[src/rtl/adc_pack_pkg.sv]
// Shared constants and types for the ADC frame packer.
// Build option: define ADC_PACK_TRAILER_EN to add the trailer state.
package adc_pack_pkg;

  localparam logic [15:0] HDR_MAGIC = 16'hA5C3;
  localparam logic [15:0] TRL_MAGIC = 16'h5A3C;
  localparam logic        CH1_TAG   = 1'b0;
  localparam logic        CH2_TAG   = 1'b1;

  localparam int WORD_W = 128;
  localparam int SEQ_W  = 32;
  localparam int LEN_W  = 16;
  localparam int CNT_W  = 16;

  typedef enum logic [1:0] {
    ST_IDLE = 2'd0,
    ST_HDR  = 2'd1,
    ST_DATA = 2'd2
`ifdef ADC_PACK_TRAILER_EN
    ,
    ST_TRL  = 2'd3
`endif
  } pack_state_e;

endpackage

[src/rtl/pack_chan_fifo.sv]
// Per-channel word buffer: DEPTH x WIDTH synchronous FIFO with show-ahead head.
// A push into a full FIFO is accepted when a pop frees the slot in the same
// cycle; otherwise it is reported on drop_o. Flush empties it and ignores push.
module pack_chan_fifo #(
  parameter int DEPTH = 4,
  parameter int WIDTH = 128
) (
  input  logic             clk_i,
  input  logic             rst_ni,
  input  logic             push_i,
  input  logic [WIDTH-1:0] data_i,
  input  logic             pop_i,
  input  logic             flush_i,
  output logic [WIDTH-1:0] data_o,
  output logic             full_o,
  output logic             empty_o,
  output logic             drop_o
);

  localparam int AW = $clog2(DEPTH);

  logic [WIDTH-1:0] mem_q [DEPTH];
  logic [AW-1:0]    wptr_q, rptr_q;
  logic [AW:0]      cnt_q;
  logic             push_ok, pop_ok;

  assign full_o  = (cnt_q == (AW+1)'(DEPTH));
  assign empty_o = (cnt_q == '0);
  assign pop_ok  = pop_i & ~empty_o & ~flush_i;
  assign push_ok = push_i & ~flush_i & (~full_o | pop_ok);
  assign drop_o  = push_i & ~flush_i & full_o & ~pop_ok;
  assign data_o  = mem_q[rptr_q];

  // Pointer and occupancy tracking; flush returns to empty.
  always_ff @(posedge clk_i or negedge rst_ni) begin
    if (!rst_ni) begin
      wptr_q <= '0;
      rptr_q <= '0;
      cnt_q  <= '0;
    end else if (flush_i) begin
      wptr_q <= '0;
      rptr_q <= '0;
      cnt_q  <= '0;
    end else begin
      if (push_ok) wptr_q <= wptr_q + 1'b1;
      if (pop_ok)  rptr_q <= rptr_q + 1'b1;
      cnt_q <= cnt_q + {{AW{1'b0}}, push_ok} - {{AW{1'b0}}, pop_ok};
    end
  end

  // Word storage; contents are only meaningful where the pointers say so.
  always_ff @(posedge clk_i) begin
    if (push_ok) mem_q[wptr_q] <= data_i;
  end

endmodule

[src/rtl/adc_frame_packer.sv]
// Dual-channel ADC word packer: buffers CH1/CH2 words and emits framed beats
// (header, FRAME_WORDS data beats, optional trailer) on a ready/valid stream.
// Build option: ADC_PACK_TRAILER_EN adds a trailer beat carrying drop count and
// an XOR checksum of the frame's data halves.
module adc_frame_packer
  import adc_pack_pkg::*;
#(
  parameter int FRAME_WORDS = 16,
  parameter int FIFO_DEPTH  = 4
) (
  input  logic         clk_100M,
  input  logic         ch_A_rst_n,
  input  logic [127:0] ch1_data,
  input  logic         ch1_stb,
  input  logic [127:0] ch2_data,
  input  logic         ch2_stb,
  input  logic         ch1_en,
  input  logic         ch2_en,
  input  logic         abort,
  output logic [127:0] out_data,
  output logic         out_valid,
  input  logic         out_ready,
  output logic         out_last,
  output logic         out_chan,
  output logic         ovf_flag,
  output logic [15:0]  drop_cnt
);

  localparam logic [LEN_W-1:0] FRAME_LEN = LEN_W'(FRAME_WORDS);
  localparam logic [LEN_W-1:0] LAST_BEAT = LEN_W'(FRAME_WORDS - 1);

  pack_state_e        state_q, state_d;
  logic               chan_q, chan_d, last_q, last_d;
  logic [LEN_W-1:0]   beat_q, beat_d;
  logic [SEQ_W-1:0]   seq1_q, seq2_q, seq_sel;
  logic [CNT_W-1:0]   drop_cnt_q;
  logic               ovf_q;

  logic               push1, push2, pop1, pop2, pop_any, hdr_acc, seq_inc;
  logic               req1, req2, is_last;
  logic               full1, full2, empty1, empty2, drop1, drop2, empty_sel;
  logic [WORD_W-1:0]  head1, head2, head_sel;

  function automatic logic [CNT_W-1:0] sat_add(input logic [CNT_W-1:0] a,
                                               input logic [1:0] b);
    logic [CNT_W:0] s;
    s = {1'b0, a} + {{(CNT_W-1){1'b0}}, b};
    return s[CNT_W] ? {CNT_W{1'b1}} : s[CNT_W-1:0];
  endfunction

  assign push1     = ch1_stb & ch1_en;
  assign push2     = ch2_stb & ch2_en;
  assign pop1      = pop_any & (chan_q == CH1_TAG);
  assign pop2      = pop_any & (chan_q == CH2_TAG);
  assign req1      = ~empty1 | push1;
  assign req2      = ~empty2 | push2;
  assign head_sel  = (chan_q == CH2_TAG) ? head2 : head1;
  assign empty_sel = (chan_q == CH2_TAG) ? empty2 : empty1;
  assign seq_sel   = (chan_q == CH2_TAG) ? seq2_q : seq1_q;
  assign is_last   = (beat_q == LAST_BEAT);
  assign out_chan  = chan_q;
  assign ovf_flag  = ovf_q;
  assign drop_cnt  = drop_cnt_q;

  pack_chan_fifo #(.DEPTH(FIFO_DEPTH), .WIDTH(WORD_W)) u_fifo_ch1 (
    .clk_i(clk_100M), .rst_ni(ch_A_rst_n), .push_i(push1), .data_i(ch1_data),
    .pop_i(pop1), .flush_i(abort), .data_o(head1), .full_o(full1),
    .empty_o(empty1), .drop_o(drop1)
  );

  pack_chan_fifo #(.DEPTH(FIFO_DEPTH), .WIDTH(WORD_W)) u_fifo_ch2 (
    .clk_i(clk_100M), .rst_ni(ch_A_rst_n), .push_i(push2), .data_i(ch2_data),
    .pop_i(pop2), .flush_i(abort), .data_o(head2), .full_o(full2),
    .empty_o(empty2), .drop_o(drop2)
  );

`ifdef ADC_PACK_TRAILER_EN
  logic [63:0]      xor_q;
  logic [CNT_W-1:0] trl_drop_q;

  // Frame checksum and drop-count snapshot for the trailer beat.
  always_ff @(posedge clk_100M) begin
    if (hdr_acc)      xor_q <= '0;
    else if (pop_any) xor_q <= xor_q ^ head_sel[127:64] ^ head_sel[63:0];
    if (seq_inc)      trl_drop_q <= drop_cnt_q;
  end
`endif

  // Arbitration, framing FSM next state and output beat.
  always_comb begin
    state_d   = state_q;
    chan_d    = chan_q;
    last_d    = last_q;
    beat_d    = beat_q;
    out_valid = 1'b0;
    out_last  = 1'b0;
    out_data  = '0;
    pop_any   = 1'b0;
    hdr_acc   = 1'b0;
    seq_inc   = 1'b0;
    case (state_q)
      ST_IDLE: begin
        // The channel served last loses a tie.
        if (req1 && (!req2 || last_q == CH2_TAG)) begin
          state_d = ST_HDR;
          chan_d  = CH1_TAG;
          last_d  = CH1_TAG;
        end else if (req2) begin
          state_d = ST_HDR;
          chan_d  = CH2_TAG;
          last_d  = CH2_TAG;
        end
      end
      ST_HDR: begin
        out_valid = 1'b1;
        out_data  = {HDR_MAGIC, 7'd0, chan_q, seq_sel, FRAME_LEN, 56'd0};
        if (out_ready) begin
          hdr_acc = 1'b1;
          beat_d  = '0;
          state_d = ST_DATA;
        end
      end
      ST_DATA: begin
        out_valid = ~empty_sel;
        out_data  = head_sel;
`ifdef ADC_PACK_TRAILER_EN
        out_last  = 1'b0;
`else
        out_last  = is_last;
`endif
        if (out_valid && out_ready) begin
          pop_any = 1'b1;
          beat_d  = beat_q + 1'b1;
          if (is_last) begin
            beat_d  = '0;
            seq_inc = 1'b1;
`ifdef ADC_PACK_TRAILER_EN
            state_d = ST_TRL;
`else
            state_d = ST_IDLE;
`endif
          end
        end
      end
`ifdef ADC_PACK_TRAILER_EN
      ST_TRL: begin
        out_valid = 1'b1;
        out_last  = 1'b1;
        out_data  = {TRL_MAGIC, 16'd0, trl_drop_q, 16'd0, xor_q};
        if (out_ready) state_d = ST_IDLE;
      end
`endif
      default: state_d = ST_IDLE;
    endcase
    // Abort overrides any handshake or arbitration in the same cycle.
    if (abort) begin
      state_d = ST_IDLE;
      chan_d  = chan_q;
      last_d  = last_q;
      beat_d  = '0;
      pop_any = 1'b0;
      hdr_acc = 1'b0;
      seq_inc = 1'b0;
    end
  end

  // FSM and frame bookkeeping registers; CH2 counts as last served so CH1 wins first.
  always_ff @(posedge clk_100M or negedge ch_A_rst_n) begin
    if (!ch_A_rst_n) begin
      state_q <= ST_IDLE;
      chan_q  <= CH1_TAG;
      last_q  <= CH2_TAG;
      beat_q  <= '0;
    end else begin
      state_q <= state_d;
      chan_q  <= chan_d;
      last_q  <= last_d;
      beat_q  <= beat_d;
    end
  end

  // Per-channel frame sequence numbers; survive abort, wrap at 2^32.
  always_ff @(posedge clk_100M or negedge ch_A_rst_n) begin
    if (!ch_A_rst_n) begin
      seq1_q <= '0;
      seq2_q <= '0;
    end else if (seq_inc) begin
      if (chan_q == CH2_TAG) seq2_q <= seq2_q + 1'b1;
      else                   seq1_q <= seq1_q + 1'b1;
    end
  end

  // Drop accounting: sticky overflow and saturating count, cleared by abort.
  always_ff @(posedge clk_100M or negedge ch_A_rst_n) begin
    if (!ch_A_rst_n) begin
      drop_cnt_q <= '0;
      ovf_q      <= 1'b0;
    end else if (abort) begin
      drop_cnt_q <= '0;
      ovf_q      <= 1'b0;
    end else begin
      drop_cnt_q <= sat_add(drop_cnt_q, {1'b0, drop1} + {1'b0, drop2});
      if (drop1 || drop2) ovf_q <= 1'b1;
    end
  end

endmodule

[config.mk]
export PLATFORM = sky130hd
export DESIGN_NAME = adc_frame_packer
export DESIGN_NICKNAME = d
export VERILOG_FILES = /design/src/rtl/adc_pack_pkg.sv /design/src/rtl/pack_chan_fifo.sv /design/src/rtl/adc_frame_packer.sv
export SDC_FILE = /design/constraint.sdc
export NUM_CORES = 1
export LEC_CHECK = 0
export BUFFER_PORTS_ARGS = -buffer_cell sky130_fd_sc_hd__buf_2
export CELL_PAD_IN_SITES_DETAIL_PLACEMENT = 1
export CELL_PAD_IN_SITES_GLOBAL_PLACEMENT = 2
export CORE_UTILIZATION = 45
export DETAILED_ROUTE_END_ITERATION = 6
export GPL_TIMING_DRIVEN = 0
export PLACE_DENSITY_LB_ADDON = 0.1
export SYNTH_ARGS = -nofsm -noshare
export SYNTH_HDL_FRONTEND = slang
export SYNTH_SLANG_ARGS = --single-unit
[constraint.sdc]
create_clock -name clk_100M -period 5.9 [get_ports clk_100M]
set_input_delay 0.885 -clock clk_100M [delete_from_list [all_inputs] [get_ports clk_100M]]
set_output_delay 0.885 -clock clk_100M [all_outputs]
set_load 0.03 [all_outputs]
==> flow_metrics.env <==
export IMPL_cp_num_buf_inv=4
export IMPL_fin_skew_ns=0.0275
export IMPL_crit_path_max_incr_delay_ns=0.97
export IMPL_cp_max_fo=10
export IMPL_finalCriticalPeriod_ns=4.89
export IMPL_rsz0062_at_grt="false"
export IMPL_grt_first_pass_wirelength_microns=171000
export IMPL_crit_type="flip-flop to output port"
export IMPL_gr_usage_met1_pct=28.7
export IMPL_post_route_period_util_pct=83.0
export IMPL_cp_slowest_cell="clkbuf_1"
export IMPL_initial_core_util_pct=45.6
export IMPL_grt_util_met3_pct=6.14
export IMPL_ys_ff_latch=1139
export IMPL_routed_wl_microns=117000
export IMPL_grt_pass1_vias=25800
export IMPL_root_buffer="clkbuf_16"
export IMPL_cts_setup_buffers=0
export IMPL_clock_insertion_delay_worst_skew_ns=0.71
export IMPL_portBuffers=411
export IMPL_vias_per_cell=5.59
export IMPL_worstReg2RegStart="state_q[0]"
export IMPL_grt_max_degree=93
export IMPL_critPathLaunch="u_fifo_ch2.rptr_q[0]"
export IMPL_status="finished, final reports clean"
export IMPL_area_growth_pct=18.1
export IMPL_whs_ns=0.0438
export IMPL_clkTransAtPathRegs_ns=0.06
export IMPL_routed_via_count=23500
export IMPL_cts_tree="built"
export IMPL_cp_cell_sequence="clkbuf_1 -> clkbuf_1 -> buf_2 -> mux4_2 -> mux2i_1 -> nor2_1 -> buf_2"
export IMPL_hold_buffers=0
export IMPL_irDropWorstVdd_mv=0.323
export IMPL_grt_overflow=0
export IMPL_async_flop_share_pct=10.1
export IMPL_cts_path_max_buffers=3
export IMPL_worst_endpoint_arrival_ns=4.01
export IMPL_postLayoutCoreUtil_pct=53.9
export IMPL_slew_headroom_pct=5.61
export IMPL_fin_nets=3105
export IMPL_dp_slack_ns=1.64
export IMPL_drtIter0Drc=1502
export IMPL_ys_warn_count=0
export IMPL_hold_path_class="primary input to async pin"
export IMPL_syn_nets=2550
export IMPL_layout_drive_gt1_share_pct=31.6
export IMPL_gp_congestion=0.811
export IMPL_setup_violations=0
export IMPL_cellPowerDensity_nw_per_um2=342
export IMPL_final_antenna_net_count=0
export IMPL_ys_types=57
export IMPL_synth_area_sq_um=45000
export IMPL_tns_ns=0
export IMPL_use_met2_pct=39.8
export IMPL_cp_end_kind="output port"
export IMPL_wl_per_cell_microns=27.7
export IMPL_maxSlewViolCount=0
export IMPL_htree_num_levels=3
export IMPL_tightest_slew_ns=1.42
export IMPL_ioPinCount=412
export IMPL_drv_cap=0
export IMPL_die_h_microns=318
export IMPL_syn_avg_cell_area_sq_um=19.9
export IMPL_synth_edf_count=1024
export IMPL_path_delay_family="buffers and inverters"
export IMPL_remaining_drc_errors=0
export IMPL_cts_sinks=1139
export IMPL_die_area_sq_um=101000
export IMPL_grt_usage_pct=23.2
export IMPL_hpwl_microns=77800
export IMPL_finalHoldViolCount=0
export IMPL_ctsResizeCount=0
export IMPL_synthCells=2263
export IMPL_setup_slack_ns=1.01
export IMPL_die_w_microns=318
export IMPL_cp_required_ns=5.02
export IMPL_firstDrtPassIters=5
export IMPL_synth_main_ff_cell="edfxtp_1"
export IMPL_fmax_ghz=0.204
export IMPL_num_rows=115
export IMPL_design_core_area_sq_um=98700
export IMPL_leakagePower_uw=0.0187
export IMPL_mostFrequentLayoutCells="edfxtp_1, buf_2, mux4_2"
export IMPL_antenna_found_initial=55
export IMPL_cts_buffers=119
export IMPL_synth_seq_area_share_pct=74.7
export IMPL_start_kind="flip-flop"
export IMPL_grt_busiest_layer="met2"
export IMPL_mostFrequentLayoutCell="edfxtp_1"
## stage by stage
step	cells	cell area [sq um]	total power (uW)
final	4211	53200	18200
after global routing	4207	53200	18700
after CTS	4201	53100	18300
after detailed placement	3984	49300	11000
after global placement	3961	48700	10900
after floorplan	2263	45000	10200
## sequential cells by signal, indices dropped and copies added, names as in the netlist
register           cells
u_fifo_ch2.cnt_q       3
drop_cnt              16
u_fifo_ch2.wptr_q      2
seq2_q                32
last_q                 1
ovf_flag               1
beat_q                16
u_fifo_ch1.mem_q     512
u_fifo_ch2.mem_q     512
u_fifo_ch2.rptr_q      2
seq1_q                32
state_q                2
out_chan               1
u_fifo_ch1.cnt_q       3
u_fifo_ch1.rptr_q      2
u_fifo_ch1.wptr_q      2
## final timing paths
path                                                 to  slack, ns  depth (start not counted)
worst max-delay path                       out_data[70]       1.01                          7
worst min-delay path                u_fifo_ch2.cnt_q[2]       0.04                          1
worst max register to register  u_fifo_ch1.mem_q[2][24]       1.90                         10
worst min register to register               seq1_q[31]       0.47                          1
max in group asynchronous                     seq2_q[7]       5.07                          2
min in group clk_100M           u_fifo_ch1.mem_q[1][80]       0.39                          1
## cells by family (layout without fill, tap and decap cells)
group	Yosys count	after routing	share of synthesized area [%]
DFF	1139	1139	74.7
muxes	421	421	16.5
and+or+nand+nor	357	357	3.90
buffers and inverters	140	791	1.28
AOI/OAI and AO/OA	103	103	1.39
xor gates and xnor gates	80	80	1.56
adders and majority gates	23	23	0.689
other	0	10	0
## Yosys cell counts, drive strengths merged, types with 2 or more instances
cell type,count,area (sq um)
edfxtp,1024,30700
mux4,256,5770
mux2i,163,1630
nor2,147,554
dfrtp,114,2850
buf,54,254
clkbuf,52,195
nand2,52,198
xor2,48,420
nand3,35,175
inv,33,124
o22ai,32,200
xnor2,32,280
nor3,29,150
o21ai,27,135
nand4,24,156
a21oi,22,110
ha,20,250
and3,16,100
and2,10,62.6
nor4,10,87.6
or3,9,56.3
a22o,8,70.1
and4,7,61.3
nor2b,4,25.0
fa,3,60.1
nand2b,3,18.8
nor3b,3,22.5
o31ai,3,22.5
a21o,2,15.0
a31oi,2,12.5
mux2,2,22.5
nor4b,2,23.8
o41ai,2,17.5
or2,2,12.5
## routing by layer
metal	share of wire, %	up-vias
li1	-	10300
met1	40	12400
met2	51	547
met3	5.8	261
met4	3.0	58
met5	0.32	-
## area by class of cell
cell class	instances	area, sq um
antenna	10	25.0
multi-input combinational	984	10800
timing repair buffer	434	2660
inverter	34	128
tap	1287	1610
clock buffer	141	3090
sequential	1139	33600
clock inverter	76	742
fill	8961	45500
buffer	106	450
## power breakdown
| part | leakage (uW) | switching [uW] | total [uW] | internal, uW |
|---|---|---|---|---|
| Combinational | 0.00604 | 1190 | 1830 | 640 |
| Clock | 0.00189 | 3080 | 7370 | 4290 |
| Sequential | 0.0108 | 40.5 | 8960 | 8920 |
| Total | 0.0187 | 4310 | 18200 | 13800 |
No activity file was read; power rests on OpenSTA's default activity.
